File: src/rtl/delivery_sequencer_if.sv
// Scorer-to-sequencer delivery entry handshake.
// The scorer side is the master and the delivery_sequencer side is the slave.
interface delivery_sequencer_if;
    logic       entry_valid;
    logic       entry_ready;
    logic [2:0] entry_runs;
    logic       entry_wide;
    logic       entry_noball;
    logic       entry_wicket;
    logic       entry_err;

    modport master (
        output entry_valid, entry_runs, entry_wide, entry_noball, entry_wicket,
        input  entry_ready, entry_err
    );

    modport slave (
        input  entry_valid, entry_runs, entry_wide, entry_noball, entry_wicket,
        output entry_ready, entry_err
    );
endinterface

File: src/rtl/delivery_sequencer.sv
// Buffers scorer entries and issues one ball_bowled pulse per delivery; tracks overs and innings.
// Optional FREE_HIT_EN: free-hit tracking after no-balls, with an extra free_hit output.
module delivery_sequencer #(
    parameter int FIFO_DEPTH = 4,
    parameter int ISSUE_GAP  = 2,
    parameter int MAX_OVERS  = 20
) (
    input  logic                 clk,
    input  logic                 reset,
    delivery_sequencer_if.slave  entry,
    output logic                 ball_bowled,
    output logic [2:0]           runs,
    output logic                 wicket,
    output logic [2:0]           ball_in_over,
    output logic [7:0]           over_count,
    output logic                 over_complete,
    output logic                 innings_done
`ifdef FREE_HIT_EN
    ,
    output logic                 free_hit
`endif
);

    localparam int AW = $clog2(FIFO_DEPTH);
    localparam int GW = (ISSUE_GAP > 1) ? $clog2(ISSUE_GAP) : 1;
    localparam logic [AW:0] PTR_ONE = 1;

    localparam logic [1:0] IDLE  = 2'd0;
    localparam logic [1:0] ISSUE = 2'd1;
    localparam logic [1:0] GAP   = 2'd2;
    localparam logic [1:0] DONE  = 2'd3;

    logic [1:0]    state;
    logic [GW-1:0] gap_cnt;
    logic [AW:0]   wr_ptr;
    logic [AW:0]   rd_ptr;
    logic [5:0]    mem [FIFO_DEPTH];

    logic       fifo_empty;
    logic       fifo_full;
    logic       bad_entry;
    logic       accept;
    logic       push;
    logic       reject;
    logic [2:0] pen_runs;

    assign fifo_empty = (wr_ptr == rd_ptr);
    assign fifo_full  = (wr_ptr[AW] != rd_ptr[AW]) && (wr_ptr[AW-1:0] == rd_ptr[AW-1:0]);

    assign entry.entry_ready = !reset && !fifo_full && !innings_done && (state != DONE);

    assign bad_entry = (entry.entry_runs == 3'd7) || (entry.entry_wide && entry.entry_noball);
    assign accept    = entry.entry_valid && entry.entry_ready;
    assign push      = accept && !bad_entry;
    assign reject    = (accept && bad_entry) || (entry.entry_valid && (state == DONE));
    assign pen_runs  = entry.entry_runs + {2'b00, entry.entry_wide | entry.entry_noball};

    // Entry layout: {runs incl. penalty, wicket, wide, noball}
    always_ff @(posedge clk) begin
        if (push)
            mem[wr_ptr[AW-1:0]] <= {pen_runs, entry.entry_wicket, entry.entry_wide, entry.entry_noball};
    end

    logic [5:0] head;
    logic [2:0] head_runs;
    logic       head_wicket;
    logic       head_legal;
    logic       head_noball;
    logic       last_ball;
    logic [7:0] over_next;
    logic       innings_end;
    logic       more_queued;

    assign head        = mem[rd_ptr[AW-1:0]];
    assign head_runs   = head[5:3];
    assign head_wicket = head[2];
    assign head_noball = head[0];
    assign head_legal  = !head[1] && !head[0];
    assign last_ball   = head_legal && (ball_in_over == 3'd5);
    assign over_next   = over_count + 8'(last_ball);
    assign innings_end = last_ball && (over_next == 8'(MAX_OVERS));
    assign more_queued = ((rd_ptr + PTR_ONE) != wr_ptr);

`ifdef FREE_HIT_EN
    logic fh_flag;
`endif

    // Delivery outputs are registered on the edge that ends the ISSUE cycle,
    // so a reset inside ISSUE suppresses the pulse and every counter update.
    always_ff @(posedge clk or posedge reset) begin
        if (reset) begin
            state         <= IDLE;
            gap_cnt       <= '0;
            wr_ptr        <= '0;
            rd_ptr        <= '0;
            ball_bowled   <= 1'b0;
            runs          <= '0;
            wicket        <= 1'b0;
            ball_in_over  <= '0;
            over_count    <= '0;
            over_complete <= 1'b0;
            innings_done  <= 1'b0;
            entry.entry_err <= 1'b0;
`ifdef FREE_HIT_EN
            fh_flag       <= 1'b0;
            free_hit      <= 1'b0;
`endif
        end else begin
            ball_bowled     <= 1'b0;
            runs            <= '0;
            wicket          <= 1'b0;
            over_complete   <= 1'b0;
            entry.entry_err <= reject;
`ifdef FREE_HIT_EN
            free_hit        <= 1'b0;
`endif
            if (push)
                wr_ptr <= wr_ptr + PTR_ONE;

            case (state)
                IDLE: begin
                    if (!fifo_empty)
                        state <= ISSUE;
                end
                ISSUE: begin
                    rd_ptr      <= rd_ptr + PTR_ONE;
                    ball_bowled <= 1'b1;
                    runs        <= head_runs;
`ifdef FREE_HIT_EN
                    wicket   <= head_wicket && !fh_flag;
                    free_hit <= fh_flag;
                    if (head_noball)
                        fh_flag <= 1'b1;
                    else if (head_legal)
                        fh_flag <= 1'b0;
`else
                    wicket   <= head_wicket;
`endif
                    if (head_legal)
                        ball_in_over <= last_ball ? 3'd0 : ball_in_over + 3'd1;
                    if (last_ball) begin
                        over_count    <= over_next;
                        over_complete <= 1'b1;
                    end
                    if (innings_end) begin
                        innings_done <= 1'b1;
                        state        <= DONE;
                    end else if (ISSUE_GAP > 0) begin
                        gap_cnt <= GW'(ISSUE_GAP - 1);
                        state   <= GAP;
                    end else begin
                        state <= more_queued ? ISSUE : IDLE;
                    end
                end
                GAP: begin
                    if (gap_cnt == '0)
                        state <= fifo_empty ? IDLE : ISSUE;
                    else
                        gap_cnt <= gap_cnt - GW'(1);
                end
                default: begin
                    // Terminal: anything still queued is discarded
                    rd_ptr <= wr_ptr;
                end
            endcase
        end
    end

`ifndef FREE_HIT_EN
    logic unused_noball;
    assign unused_noball = head_noball;
`endif

endmodule

File: src/flat_wrapper.sv
// flat-port wrapper written by rule: the top's interface ports become plain ports
module delivery_sequencer_flat 
#(
    parameter int FIFO_DEPTH = 4,
    parameter int ISSUE_GAP  = 2,
    parameter int MAX_OVERS  = 20
)
  (clk, reset, ball_bowled, runs, wicket, ball_in_over, over_count, over_complete, innings_done, entry_entry_valid, entry_entry_runs, entry_entry_wide, entry_entry_noball, entry_entry_wicket, entry_entry_ready, entry_entry_err);
  delivery_sequencer_if entry_i ();
  input  logic clk;
  input  logic reset;
  output logic ball_bowled;
  output logic [2:0] runs;
  output logic wicket;
  output logic [2:0] ball_in_over;
  output logic [7:0] over_count;
  output logic over_complete;
  output logic innings_done;
  input wire logic [$bits(entry_i.entry_valid)-1:0] entry_entry_valid;
  input wire logic [$bits(entry_i.entry_runs)-1:0] entry_entry_runs;
  input wire logic [$bits(entry_i.entry_wide)-1:0] entry_entry_wide;
  input wire logic [$bits(entry_i.entry_noball)-1:0] entry_entry_noball;
  input wire logic [$bits(entry_i.entry_wicket)-1:0] entry_entry_wicket;
  output wire logic [$bits(entry_i.entry_ready)-1:0] entry_entry_ready;
  output wire logic [$bits(entry_i.entry_err)-1:0] entry_entry_err;
  assign entry_i.entry_valid = entry_entry_valid;
  assign entry_i.entry_runs = entry_entry_runs;
  assign entry_i.entry_wide = entry_entry_wide;
  assign entry_i.entry_noball = entry_entry_noball;
  assign entry_i.entry_wicket = entry_entry_wicket;
  assign entry_entry_ready = entry_i.entry_ready;
  assign entry_entry_err = entry_i.entry_err;
  delivery_sequencer #(.FIFO_DEPTH(FIFO_DEPTH), .ISSUE_GAP(ISSUE_GAP), .MAX_OVERS(MAX_OVERS)) u_core (.clk(clk), .reset(reset), .entry(entry_i), .ball_bowled(ball_bowled), .runs(runs), .wicket(wicket), .ball_in_over(ball_in_over), .over_count(over_count), .over_complete(over_complete), .innings_done(innings_done));
endmodule
File: config.mk
export PLATFORM = sky130hd
export DESIGN_NAME = delivery_sequencer_flat
export DESIGN_NICKNAME = d
export VERILOG_FILES = /design/src/rtl/delivery_sequencer_if.sv /design/src/rtl/delivery_sequencer.sv /design/src/flat_wrapper.sv
export SDC_FILE = /design/constraint.sdc
export NUM_CORES = 1
export LEC_CHECK = 0
export ABC_AREA = 1
export CORE_ASPECT_RATIO = 2
export CORE_MARGIN = 1.5
export CORE_UTILIZATION = 55
export CTS_CLUSTER_SIZE = 10
export DETAILED_ROUTE_END_ITERATION = 8
export PLACE_DENSITY = 0.78
export RECOVER_POWER = 25
export SETUP_SLACK_MARGIN = 0.3
export SYNTH_ARGS = -nofsm -noshare
export SYNTH_HDL_FRONTEND = slang
export SYNTH_SLANG_ARGS = --single-unit
File: constraint.sdc
create_clock -name clk -period 6.1 [get_ports clk]
set_input_delay 1.22 -clock clk [delete_from_list [all_inputs] [get_ports clk]]
set_output_delay 1.22 -clock clk [all_outputs]
set_load 0.02 [all_outputs]
[Word-level counts from Yosys, hierarchy flattened]
Memory sizes are Yosys's and may differ from the RTL's.
Cells that the tools add are included.
Word-level totals
  bits in registers: 28
  RAM bits: 24
  input bits: 9
  output and inout bits: 20
  logic and storage cells: 79
  memories kept: 1
Operators by class
  add/subtract/negate cells: 6
  equality and inequality tests: 13
  multiplexer cells: 17
  bitwise gates (word level): 1
  reduce and logical (&&, ||, !) cells: 29
Memories
  u_core.mem: words 4, width 6, read ports 1, clocked after Yosys merged registers in 0, wr ports 1, line delivery_sequencer.sv:37  | logic [5:0] mem [FIFO_DEPTH];
Operators with widths (number)
  $logic_and 1x1->1: 12
  $mux 1: 10
  $add 3x1->3 const B: 3
  $add 8x1->8: 1
  $eq 8x5->1 const B: 1
  $ne 2x2->1 const B: 4
  $reduce_and 2->1: 4
  $eq 3x3->1 const B: 2
  $logic_not 1->1: 6
  $mux 3: 2
  $pmux 2 s3: 1
  $pmux 3 s2: 1
  $eq 2x2->1 const B: 2
  $mux 2: 2
  $add 3x1->3: 1
  $eq 3x3->1: 1
  $reduce_and 3->1: 1
  $reduce_bool 3->1: 1
  $eq 2x1->1 const B: 1
  $eq 2x2->1: 1
  $logic_not 2->1: 1
  $logic_or 1x1->1: 2
  $pmux 1 s2: 1
  $reduce_bool 2->1: 1
  4 further kinds: 4

[Depth between registers and ports, before layout]
  depth in word-level cells: 10
  depth in mapped cells: 20
  gate-level depth less buffers: 20

[Least setup slack after synthesis]
Ideal clock, no wire load.
  kind: input-to-output
  start point: input reset
  end point: output entry_entry_ready
  arrival: 1.586 ns
  data required time: 4.880 ns
  slack: 3.294 ns
  stages: 3
  buffers on the path: 0
  path through: nor3_1 nand2_1 inv_2
On the way
  longest elaborated chain between the ends: 4
Ends and longest elaborated chain
  start: declaration: line flat_wrapper.sv:11  | input logic reset;
  $logic_not 1->1: line delivery_sequencer.sv:50  | assign entry.entry_ready = !reset && !fifo_full && !innings_done && (state != DONE);
  $logic_and 1x1->1 (3 in series): line delivery_sequencer.sv:50
  end: declaration: line flat_wrapper.sv:24  | output wire logic [$bits(entry_i.entry_ready)-1:0] entry_entry_ready;
No other way between the ends.

[Worst setup path in the final report]
Ends and elaborated chain as after synthesis.

==> impl_metrics.env <==
export IMPL_dieArea_sq_mm=0.005062
export IMPL_reg2reg_setup_slack_ps=3230
export IMPL_p_sw_mw=0.4450
export IMPL_design_area_sq_mm=0.002923
export IMPL_synth_avg_cell_area_sq_um=9.626
export IMPL_critPathLaunchType="input pin"
export IMPL_drc=0
export IMPL_io_buffers=28
export IMPL_r2r_start="u_core.rd_ptr[0]"
export IMPL_num_io_pins=29
export IMPL_r2r_end="u_core.gap_cnt"
export IMPL_hold_violations=0
export IMPL_num_rows=34
export IMPL_fp_dieH_um=99.13
export IMPL_rr_worst_depth=19
export IMPL_ys_async_sr_fraction_pct=53.85
export IMPL_slew_violations=0
export IMPL_drtIter0Drc=12
export IMPL_crit_start="reset"
export IMPL_place_area_sq_mm=0.002843
export IMPL_crit_end="entry_entry_ready"
export IMPL_cts_setup_buffers=0
export IMPL_switching_share_pct=38.64
export IMPL_drive_above_1_share_pct=6.441
export IMPL_grt_pass1_wl_mm=7.603
export IMPL_synth_seq_cells=52
export IMPL_cts_made_buffers=5
export IMPL_gr_total_overflow=0
export IMPL_ir_drop_mv=0.2506
export IMPL_routabilityCongestion=0.7481
export IMPL_synthCells=264
export IMPL_dp_hpwl_mm=3.438
export IMPL_initial_utilization_pct=58.00
export IMPL_clockRootBuffer="clkbuf_8"
export IMPL_synth_distinct_cells=29
export IMPL_cp_max_fo=3
export IMPL_leakagePower_nw=1.327
export IMPL_syn_to_final_growth_pct=15.02
export IMPL_comb_power_share_pct=39.6
export IMPL_tns_ps=0
export IMPL_crit_arrival_ps=2590
export IMPL_max_clock_path_buffers=2
export IMPL_routed_wl_mm=4.369
export IMPL_syn_cell_area_sq_mm=0.002541
export IMPL_p_total_mw=1.152
export IMPL_p_per_area_mw_per_mm2=394.0
export IMPL_end_kind="primary output"
export IMPL_worstHoldPathType="register to register"
export IMPL_drv_cap=0
export IMPL_synth_common_cells="50 x nand2_1, 36 x nor2_1, 35 x inv_1, 28 x dfrtp_1, 24 x edfxtp_1"
export IMPL_finalSetupViolations=0
export IMPL_netlist_area_leader_share_pct=28.36
export IMPL_seq_area_frac_synth_pct=55.93
export IMPL_holdBufCountCts=0
export IMPL_clkTransAtPathRegs_ps=90
export IMPL_synth_nets=288
export IMPL_worst_pin_slew_ps=1039
export IMPL_intPower_mw=0.7066
export IMPL_synth_top_flop_cell="dfrtp_1"
export IMPL_yosys_top_cells_area="edfxtp_1 28%, dfrtp_1 28%, ha_1 7.4%"
export IMPL_seq_area_sq_mm=0.001421
export IMPL_drt_pass1_iter_count=4
export IMPL_synth_most_common_cell="nand2_1"
export IMPL_core_area_sq_mm=0.004382
export IMPL_via_count=1770
export IMPL_nets=318
export IMPL_fin_skew_ps=6.179
export IMPL_crit_required_ps=4880
export IMPL_status="completed"
export IMPL_timing_final_crit_share_pct=62.54
export IMPL_antenna_found_initial=0
export IMPL_cts_tree="done"
export IMPL_grt_max_degree=29
export IMPL_synth_area_leader_cell="edfxtp_1"
export IMPL_seqPwrFrac_pct=44.4
export IMPL_insertion_delay_ps=310
export IMPL_max_freq_mhz=262.1
export IMPL_routedWlPerCell_um=12.52
export IMPL_setup_ws_ps=2285
export IMPL_track_usage_pct=20.28
export IMPL_viasPerCell=5.072
export IMPL_post_place_ws_ps=2289
export IMPL_grt_pass1_vias=1734
export IMPL_dieWidth_um=51.07
export IMPL_synth_enable_flop_cells=24
export IMPL_p_clk_share_pct=16.0
export IMPL_cts_resized=0
export IMPL_htreeDepth=2
export IMPL_ant_nets=0
export IMPL_num_antenna_cells=0
export IMPL_slew_headroom_pct=30.65
export IMPL_cts_sinks=52
export IMPL_nFillCells=371
export IMPL_multiInputGateArea_sq_um=928.4
export IMPL_ys_warn_count=0
export IMPL_path_class="input pin to primary output"
export IMPL_rsz0062_at_grt="false"
export IMPL_min_period_ps=3815
-- routing by layer --
layer | part of all wire [%] | GRT usage (%) | routed length [um]
met4 | 3.4 | 10.19 | 149
met3 | 2.4 | 3.604 | 103
met2 | 59 | 38.66 | 2566
met1 | 35 | 19.65 | 1549
met5 | 0 | 0 | 0
-- final cells by class --
| class | count | share of cell area, % |
|---|---|---|
| Clock buffer | 5 | 2.354 |
| Clock inverter | 3 | 0.4709 |
| Inverter | 38 | 4.880 |
| Multi-Input combinational cell | 169 | 31.76 |
| Sequential cell | 52 | 48.63 |
| Tap cell | 54 | 2.312 |
| Timing Repair Buffer | 28 | 9.589 |
-- how the worst min path moves through the flow --
stage	from	cells past startpoint	endpoint	slack [ps]
floorplan	u_core.mem[3][3]	2	u_core.runs[0]	500
global placement	u_core.innings_done	2	u_core.innings_done	480
detailed placement	u_core.innings_done	2	u_core.innings_done	490
CTS	u_core.innings_done	2	u_core.innings_done	510
global route	u_core.over_count[0]	2	u_core.over_count[0]	550
finish	u_core.innings_done	2	u_core.innings_done	500
-- critical path, stage by stage --
cell and delay, ps:
clkdlybuf4s50_1 420, nor3_1 190, nand2_1 80, inv_2 80, clkdlybuf4s50_1 600
-- cell usage in the layout (no fill, tap or decap), types with 2 or more instances in the layout --
master and n:
a21oi_1 8, nand2_1 50, xor2_1 4, dlygate4sd3_1 3, edfxtp_1 24, clkdlybuf4s50_1 25
dfrtp_1 28, nor2_2 6, clkbuf_8 5, nand3_1 10, o22ai_1 2, o21ai_0 23
nor3_1 2, inv_1 37, ha_1 15, nor2_1 37
-- registers in the layout, indices dropped and copies added, names as in the netlist --
signal and flops:
u_core.ball_bowled 1, u_core.wicket 1, u_core.entry.entry_err 1, u_core.gap_cnt 1
u_core.innings_done 1, u_core.state 2, u_core.ball_in_over 3, u_core.wr_ptr 3
u_core.rd_ptr 3, u_core.mem 24, u_core.runs 3, u_core.over_complete 1
u_core.over_count 8
-- power by group through the flow --
| stage | sequential, mW | clock, mW | combinational (mW) |
|---|---|---|---|
| after floorplan | 0.523 | 0 | 0.326 |
| after global placement | 0.520 | 0 | 0.443 |
| after detailed placement | 0.520 | 0 | 0.459 |
| after CTS | 0.512 | 0.189 | 0.462 |
| after global routing | 0.523 | 0.203 | 0.517 |
| final | 0.511 | 0.184 | 0.456 |
-- kinds of logic (layout without fill, tap and decap cells) --
logic type / Yosys count / after routing / share of synthesized area [%]
AO/OA/AOI/OAI: 36 / 36 / 7.484
adder cells (fa/ha/maj): 15 / 15 / 7.386
XOR/XNOR: 6 / 6 / 2.363
AND/OR/NAND/NOR: 112 / 112 / 19.40
flip-flops: 52 / 52 / 55.93
buffers and inverters: 43 / 74 / 7.435
-- per-stage QoR --
step / hold slack (ps) / cells / util [%]
5_1_grt: 552.8 / 349 / 66.70
4_1_cts: 509.8 / 349 / 66.76
3_3_place_gp: 481.4 / 341 / 64.88
3_5_place_dp: 488.8 / 341 / 64.88
2_1_floorplan: 500.3 / 264 / -
6_report: 503.8 / 349 / 66.70
No activity file was read; power rests on OpenSTA's default activity.
